`src/rtl/apb_reg_completer.sv`:
```
// APB completer holding a bank of byte-strobed read/write registers behind a base address.
// Fixed wait-state insertion; subError flags out-of-range, unaligned or unprivileged accesses.
module apb_reg_completer #(
  parameter int unsigned          AddrWidth  = 32,
  parameter int unsigned          DataWidth  = 32,
  parameter int unsigned          NumRegs    = 4,
  parameter logic [AddrWidth-1:0] BaseAddr   = AddrWidth'(32'h0000_1000),
  parameter int unsigned          WaitCycles = 0,
  parameter bit                   PrivOnly   = 1'b0
) (
  input  logic                           clk,
  input  logic                           nReset,
  input  logic                           sel,
  input  logic                           enable,
  input  logic [AddrWidth-1:0]           addr,
  input  logic                           write,
  input  logic [DataWidth-1:0]           wData,
  input  logic [DataWidth/8-1:0]         strb,
  input  logic [3:0]                     prot,
  output logic                           ready,
  output logic [DataWidth-1:0]           rData,
  output logic                           subError,
  output logic [NumRegs*DataWidth-1:0]   regsOut
);

  localparam int unsigned NumBytes = DataWidth / 8;
  localparam int unsigned OffBits  = $clog2(NumBytes);

  typedef enum logic {IDLE, ACCESS} state_t;

  state_t                 state_reg;
  logic [3:0]             cnt_reg;
  logic [AddrWidth-1:0]   addr_reg;
  logic                   write_reg;
  logic [DataWidth-1:0]   wdata_reg;
  logic [NumBytes-1:0]    strb_reg;
  logic                   priv_reg;

  logic [AddrWidth-1:0]   off;
  logic [AddrWidth-1:0]   idx;
  logic                   err;
  logic                   ready_int;
  logic                   commit;
  logic [DataWidth-1:0]   rd_sel;
  logic [NumRegs*DataWidth-1:0] regs_flat;

  // Only the privileged bit of prot carries meaning here.
  logic unused_prot;
  assign unused_prot = ^prot[3:1];

  // Decode works purely from the captured setup-phase values.
  assign off = addr_reg - BaseAddr;
  assign idx = off >> OffBits;
  assign err = (addr_reg < BaseAddr)
            || (idx >= AddrWidth'(NumRegs))
            || (off[OffBits-1:0] != '0)
            || (PrivOnly && !priv_reg);

  assign ready_int = (state_reg == ACCESS) && (cnt_reg == 4'd0);
  assign commit    = ready_int && sel && enable && write_reg && !err;

  always_ff @(posedge clk or negedge nReset) begin
    if (!nReset) begin
      state_reg <= IDLE;
      cnt_reg   <= 4'd0;
      addr_reg  <= '0;
      write_reg <= 1'b0;
      wdata_reg <= '0;
      strb_reg  <= '0;
      priv_reg  <= 1'b0;
    end else begin
      case (state_reg)
        IDLE: begin
          if (sel && !enable) begin
            addr_reg  <= addr;
            write_reg <= write;
            wdata_reg <= wData;
            strb_reg  <= strb;
            priv_reg  <= prot[0];
            cnt_reg   <= 4'(WaitCycles);
            state_reg <= ACCESS;
          end
        end
        ACCESS: begin
          if (!sel) begin
            state_reg <= IDLE;
          end else if (enable) begin
            if (cnt_reg != 4'd0) begin
              cnt_reg <= cnt_reg - 4'd1;
            end else begin
              state_reg <= IDLE;
            end
          end
        end
        default: state_reg <= IDLE;
      endcase
    end
  end

  generate
    for (genvar gi = 0; gi < NumRegs; gi++) begin : g_reg
      logic [DataWidth-1:0] reg_q;

      always_ff @(posedge clk or negedge nReset) begin
        if (!nReset) begin
          reg_q <= '0;
        end else if (commit && (idx == AddrWidth'(gi))) begin
          for (int b = 0; b < NumBytes; b++) begin
            if (strb_reg[b]) begin
              reg_q[8*b +: 8] <= wdata_reg[8*b +: 8];
            end
          end
        end
      end

      assign regs_flat[gi*DataWidth +: DataWidth] = reg_q;
    end
  endgenerate

  always_comb begin
    rd_sel = '0;
    for (int i = 0; i < NumRegs; i++) begin
      if (idx == AddrWidth'(i)) begin
        rd_sel = regs_flat[i*DataWidth +: DataWidth];
      end
    end
  end

  assign ready    = ready_int;
  assign subError = ready_int && err;
  assign rData    = (ready_int && !write_reg && !err) ? rd_sel : '0;
  assign regsOut  = regs_flat;

endmodule

```
`config.mk`:
```
export PLATFORM = sky130hd
export DESIGN_NAME = apb_reg_completer
export DESIGN_NICKNAME = d
export VERILOG_FILES = /design/src/rtl/apb_reg_completer.sv
export SDC_FILE = /design/constraint.sdc
export NUM_CORES = 1
export LEC_CHECK = 0
export ABC_AREA = 1
export CAP_MARGIN = 20
export CELL_PAD_IN_SITES_DETAIL_PLACEMENT = 0
export CELL_PAD_IN_SITES_GLOBAL_PLACEMENT = 2
export CORE_ASPECT_RATIO = 1.4
export CORE_UTILIZATION = 26
export DETAILED_ROUTE_END_ITERATION = 12
export PLACE_DENSITY = 0.78
export SLEW_MARGIN = 20
export SYNTH_ARGS = -nofsm -noshare
export SYNTH_HDL_FRONTEND = slang
export SYNTH_SLANG_ARGS = --single-unit
```
`constraint.sdc`:
```
create_clock -name clk -period 2.1 [get_ports clk]
set_input_delay 0.315 -clock clk [delete_from_list [all_inputs] [get_ports clk]]
set_output_delay 0.315 -clock clk [all_outputs]
set_load 0.01 [all_outputs]
```
Word level (Yosys, flattened, before mapping)
Cells that the tools add are included.
{"block": "op_classes", "addsub": 2, "mul": 0, "div_mod_pow": 0, "order_cmp": 2, "n_eq_ne": 7, "shift": 0, "n_mux": 15, "bitwise": 1, "reduce_logical": 40}
{"cell": "$mux W32", "count": 5}
{"cell": "$eq A30 B2 Y1 const B", "count": 2}
{"cell": "$reduce_and A2 Y1", "count": 17}
{"cell": "$logic_not A32 Y1", "count": 1}
{"cell": "$lt A32 B13 Y1 const B", "count": 1}
{"cell": "$sub A32 B13 Y32 const B", "count": 1}
{"cell": "$eq A30 B1 Y1 const B", "count": 1}
{"cell": "$ge A30 B3 Y1 const B", "count": 1}
{"cell": "$mux W4", "count": 4}
{"cell": "$logic_and A1 B1 Y1", "count": 13}
{"cell": "$pmux W4 S2", "count": 1}
{"cell": "$ne A2 B2 Y1 const B", "count": 3}
{"cell": "$logic_not A4 Y1", "count": 1}
{"cell": "$mux W1", "count": 4}
{"cell": "$reduce_and A4 Y1", "count": 1}
{"cell": "$reduce_bool A4 Y1", "count": 1}
{"cell": "$sub A4 B1 Y4 const B", "count": 1}
{"cell": "$logic_not A1 Y1", "count": 3}
{"cell": "$logic_or A1 B1 Y1", "count": 2}
{"cell": "$ne A2 B1 Y1 const B", "count": 1}
{"cell": "$pmux W1 S2", "count": 1}
{"cell": "$reduce_bool A2 Y1", "count": 1}
{"cell": "$not A1 Y1", "count": 1}
{"block": "totals", "reg_bits": 202, "latch_bits": 0, "ramBits": 0, "mem_bits_ro": 0, "in_bits": 77, "output_inout_bits": 162, "wordCells": 89, "n_memories": 0}

Logic depth before layout (Yosys ltp)
{"block": "logic_depth", "ltp_word": 8, "mapped_depth": 16, "ltp_nobuf": 15}

Worst setup path after synthesis
No wires, ideal clock.
{"block": "synth_path", "kind": "reg-to-output", "start": "register addr_reg[12]", "end": "output port rData[10]", "arrival_time_ps": 2052, "required_ps": 1785, "path_slack_ps": -267, "stages_incl_launch_ff": 15, "n_path_buf": 1, "cell_sequence": "dfrtp_1 -> nor2_2 -> nand2_1 -> nor2_4 -> nand2_1 -> nand2_1 -> nand2_1 -> nor2_1 -> nand3_1 -> inv_1 -> clkbuf_1 -> nand4_1 -> nand2_1 -> inv_1 -> a21oi_1"}
{"block": "synth_between", "elab_chain_cells": 7, "word_cells_on_any_way": 16, "classes_between": "1 x add/sub; 2 x order compare; 3 x eq/ne; 5 x mux; 5 x reduce/logical"}
{"item": "start: declaration", "line_no": "33", "source": "logic [AddrWidth-1:0] addr_reg;"}
{"item": "start signal: assignment", "line_no": "75", "source": "addr_reg <= addr;"}
{"item": "$sub A32 B13 Y32", "line_no": "52", "source": "assign off = addr_reg - BaseAddr;"}
{"item": "$ge A30 B3 Y1 / $logic_not A32 Y1 (equally long branches)", "line_no": "55, 123"}
{"item": "$logic_or A1 B1 Y1 / $mux W32 (equally long branches)", "line_no": "55, 123"}
{"item": "$logic_or A1 B1 Y1 / $mux W32 (equally long branches)", "line_no": "56, 123"}
{"item": "$logic_not A1 Y1 / $mux W32 (equally long branches)", "line_no": "131, 123"}
{"item": "$logic_and A1 B1 Y1 / $mux W32 (equally long branches)", "line_no": "131, 123"}
{"item": "$mux W32 *", "line_no": "131", "source": "assign rData = (ready_int && !write_reg && !err) ? rd_sel : '0;"}
{"item": "end: declaration", "line_no": "21", "source": "output logic [DataWidth-1:0] rData,"}
Every way passes the cells marked *; elsewhere a longest branch is shown, timed or not.

Worst setup path after layout
{"block": "layout_path", "start": "register addr_reg[12]", "end": "output port rData[15]"}
Same word-level chain as after synthesis.

==> flow_metrics.env <==
export IMPL_r2r_cells=19
export IMPL_slew_viol_final=0
export IMPL_finalSetupTns_ns=-128.83
export IMPL_viasPerCell=4.911
export IMPL_drt_pass1_iter_count=5
export IMPL_gr_total_overflow=0
export IMPL_ys_types=37
export IMPL_cap_violations=0
export IMPL_synth_nets=1558
export IMPL_clk_pin_slew_worst_paths_ns=0.06
export IMPL_final_hold_violation_count=0
export IMPL_final_common_cell="nand2_1"
export IMPL_grt_max_degree=66
export IMPL_rsz0062_at_grt="true"
export IMPL_fmax_ghz=0.2960
export IMPL_fin_crit_ns=3.379
export IMPL_syn_area_per_cell_um2=7.598
export IMPL_p_int_mw=7.812
export IMPL_pre_cts_ws_ns=-1.025
export IMPL_power_density_nw_per_um2=645.7
export IMPL_crit_type="register to primary output"
export IMPL_endpoint_kind="primary output"
export IMPL_required_ns=1.78
export IMPL_die_height_um=248.1
export IMPL_worst_pin_slew_ns=0.5327
export IMPL_dpl_cell_area_um2=15570
export IMPL_leakage_nw=8.319
export IMPL_gp_congestion=0.8395
export IMPL_hpwlAfterDp_um=32050
export IMPL_htreeDepth=1
export IMPL_netlist_instances=1480
export IMPL_largest_reg_flops=128
export IMPL_grt_pass1_wl_um=69800
export IMPL_start_util_pct=26.50
export IMPL_grt_pass1_vias=11630
export IMPL_ys_flop_type="dfrtp_1"
export IMPL_yosysTopAreaCell="dfrtp_1"
export IMPL_routedWlPerCell_um=19.52
export IMPL_min_path_type="input pin to register"
export IMPL_tritoncts="yes"
export IMPL_drcViolationCount=0
export IMPL_synth_edf_count=0
export IMPL_finalInstanceArea_um2=17580
export IMPL_port_buffers=234
export IMPL_start_kind="register"
export IMPL_synth_seq_cells=202
export IMPL_path_max_fanout=5
export IMPL_cts_path_max_buffers=3
export IMPL_power_frac_seq_pct=40.7
export IMPL_clk_latency_ns=0.55
export IMPL_fin_skew_ns=0.01971
export IMPL_yosysWarnings=0
export IMPL_core_area_um2=42430
export IMPL_cts_root_buffer="clkbuf_16"
export IMPL_synth_top_area_share_pct=44.95
export IMPL_cts_made_buffers=24
export IMPL_status="finished with violations"
export IMPL_cts_sinks=202
export IMPL_die_area_um2=44100
export IMPL_p_sw_mw=3.543
export IMPL_netlist_area_um2=11240
export IMPL_ys_seq_area_share_pct=44.95
export IMPL_violations="setup timing"
export IMPL_arrival_ns=3.06
export IMPL_total_power_mw=11.36
export IMPL_layout_common_cells="515 x nand2_1, 201 x nand4_1, 200 x clkdlybuf4s50_1, 197 x dfrtp_1, 154 x buf_4"
export IMPL_synthArstFlopShare_pct=100.0
export IMPL_row_count=89
export IMPL_switching_share_pct=31.20
export IMPL_p_comb_share_pct=21.7
export IMPL_drt_total_wl_um=47540
export IMPL_timing_final_crit_share_pct=160.9
export IMPL_syn_to_final_growth_pct=56.38
export IMPL_vias=11960
export IMPL_clkPwrFrac_pct=37.6
export IMPL_max_slew_margin_pct=64.48
export IMPL_io_pins=239
export IMPL_min_path_cells=3
export IMPL_drtAntennaViolNets=0
export IMPL_drt_initial_drc_count=660
export IMPL_antenna_found_initial=1
export IMPL_post_route_util_pct=41.45
export IMPL_synth_area_top_cells="dfrtp_1 45%, nand2_1 18%, nand4_1 11%, inv_1 4.8%, o2111ai_1 2.5%"
export IMPL_die_w_um=177.8
export IMPL_grt_util_all_layers_pct=20.89
export IMPL_finalSetupViolations=162
export IMPL_ir_drop_v=0.0005741
export IMPL_setup_ws_ns=-1.279
export IMPL_fin_nets=1949
export IMPL_drive_gt1_share_pct=23.89
power by group through the flow:
stage	Sequential, mW	Combinational [mW]	Clock, mW
after floorplan	4.50	1.09	0
after global placement	4.64	2.23	0
after detailed placement	4.65	2.25	0
after CTS	4.59	2.40	4.39
after global routing	4.67	2.69	4.53
final	4.62	2.47	4.27
cell usage after synthesis, types with 2 or more instances:
| cell type | count |
|---|---|
| inv_1 | 143 |
| o21ai_0 | 22 |
| clkbuf_1 | 47 |
| nand2_2 | 2 |
| nand4_1 | 201 |
| nand4_4 | 12 |
| nor3_1 | 10 |
| nand3_1 | 53 |
| nor2_4 | 3 |
| nor2_1 | 70 |
| buf_1 | 8 |
| nand2_1 | 551 |
| buf_4 | 13 |
| o2111ai_1 | 32 |
| nor2_2 | 8 |
| a21oi_1 | 39 |
| nor3_2 | 2 |
| and3_1 | 2 |
| inv_2 | 2 |
| nor2_8 | 5 |
| buf_2 | 34 |
| nand4_2 | 5 |
| dfrtp_1 | 202 |
routing by layer:
metal / vias up / track usage [%] / wire (um)
met5: - / 0 / 0
met4: 0 / 7.491 / 1335
met3: 76 / 2.045 / 1971
met2: 356 / 37.86 / 24710
met1: 5793 / 25.48 / 19530
li1: 5734 / - / -
worst max-delay path: stages (launching register included):
cell and delay [ns]:
dfrtp_1 0.42, buf_4 0.15, inv_1 0.08, nand2_2 0.08
nor2_1 0.11, nand3_1 0.09, nand2_2 0.09, and2_4 0.14
nand4_1 0.13, nor2_4 0.15, buf_12 0.12, nand3_4 0.06
nor2_4 0.23, buf_12 0.18, buf_8 0.12, buf_6 0.09
nand2_4 0.03, a21oi_2 0.09, buf_2 0.14
path summary, 6_finish.rpt:
kind / start / slack, ns / end
min in group asynchronous: nReset / 0.31 / g_reg[2].reg_q[28]$_DFFE_PN0P_
worst min-delay path: wData[29] / 0.30 / wdata_reg[29]$_DFFE_PN0P_
worst max register to register: addr_reg[12]$_DFFE_PN0P_ / -0.78 / g_reg[0].reg_q[23]$_DFFE_PN0P_
max in group asynchronous: nReset / 1.08 / g_reg[1].reg_q[7]$_DFFE_PN0P_
worst min register to register: addr_reg[1]$_DFFE_PN0P_ / 0.47 / addr_reg[1]$_DFFE_PN0P_
worst max-delay path: addr_reg[12]$_DFFE_PN0P_ / -1.28 / rData[15]
per-stage QoR:
stage,cells,hold slack (ns)
6_report,2435,0.3046
3_3_place_gp,2327,0.3176
4_1_cts,2416,0.2810
3_5_place_dp,2327,0.3265
2_1_floorplan,1480,0.01941
5_1_grt,2435,0.3070
timing repair:
| action | 4_1_cts | 5_1_grt |
|---|---|---|
| setup buffers | 36 | 13 |
| gates resized for setup | 198 | 80 |
| endpoints found under the setup margin | 162 | 162 |
| hold endpoints to repair | 51 | 0 |
| hold buffers | 1 | 0 |
| cloned | 9 | 11 |
| pin swaps | 39 | 94 |
logic make-up (layout without fill, tap and decap cells):
kind of cell | after synthesis | in the layout | share of synthesized area (%)
compound gates | 97 | 97 | 5.453
xor+xnor | 1 | 1 | 0.07790
fa+ha+maj | 1 | 1 | 0.1113
buf+inv | 249 | 657 | 9.269
flops | 202 | 202 | 44.95
other cells | 0 | 1 | 0
simple gates | 930 | 930 | 40.14
cell type report:
class	count	area [um2]
fill	4282	24840
multi-input combinational	1029	5653
timing repair buffer	468	4837
tap	546	683.2
inverter	146	551.8
sequential	202	5061
clock buffer	36	695.7
antenna	1	2.502
clock inverter	7	100.1
Power figures use the tool's default switching activity.
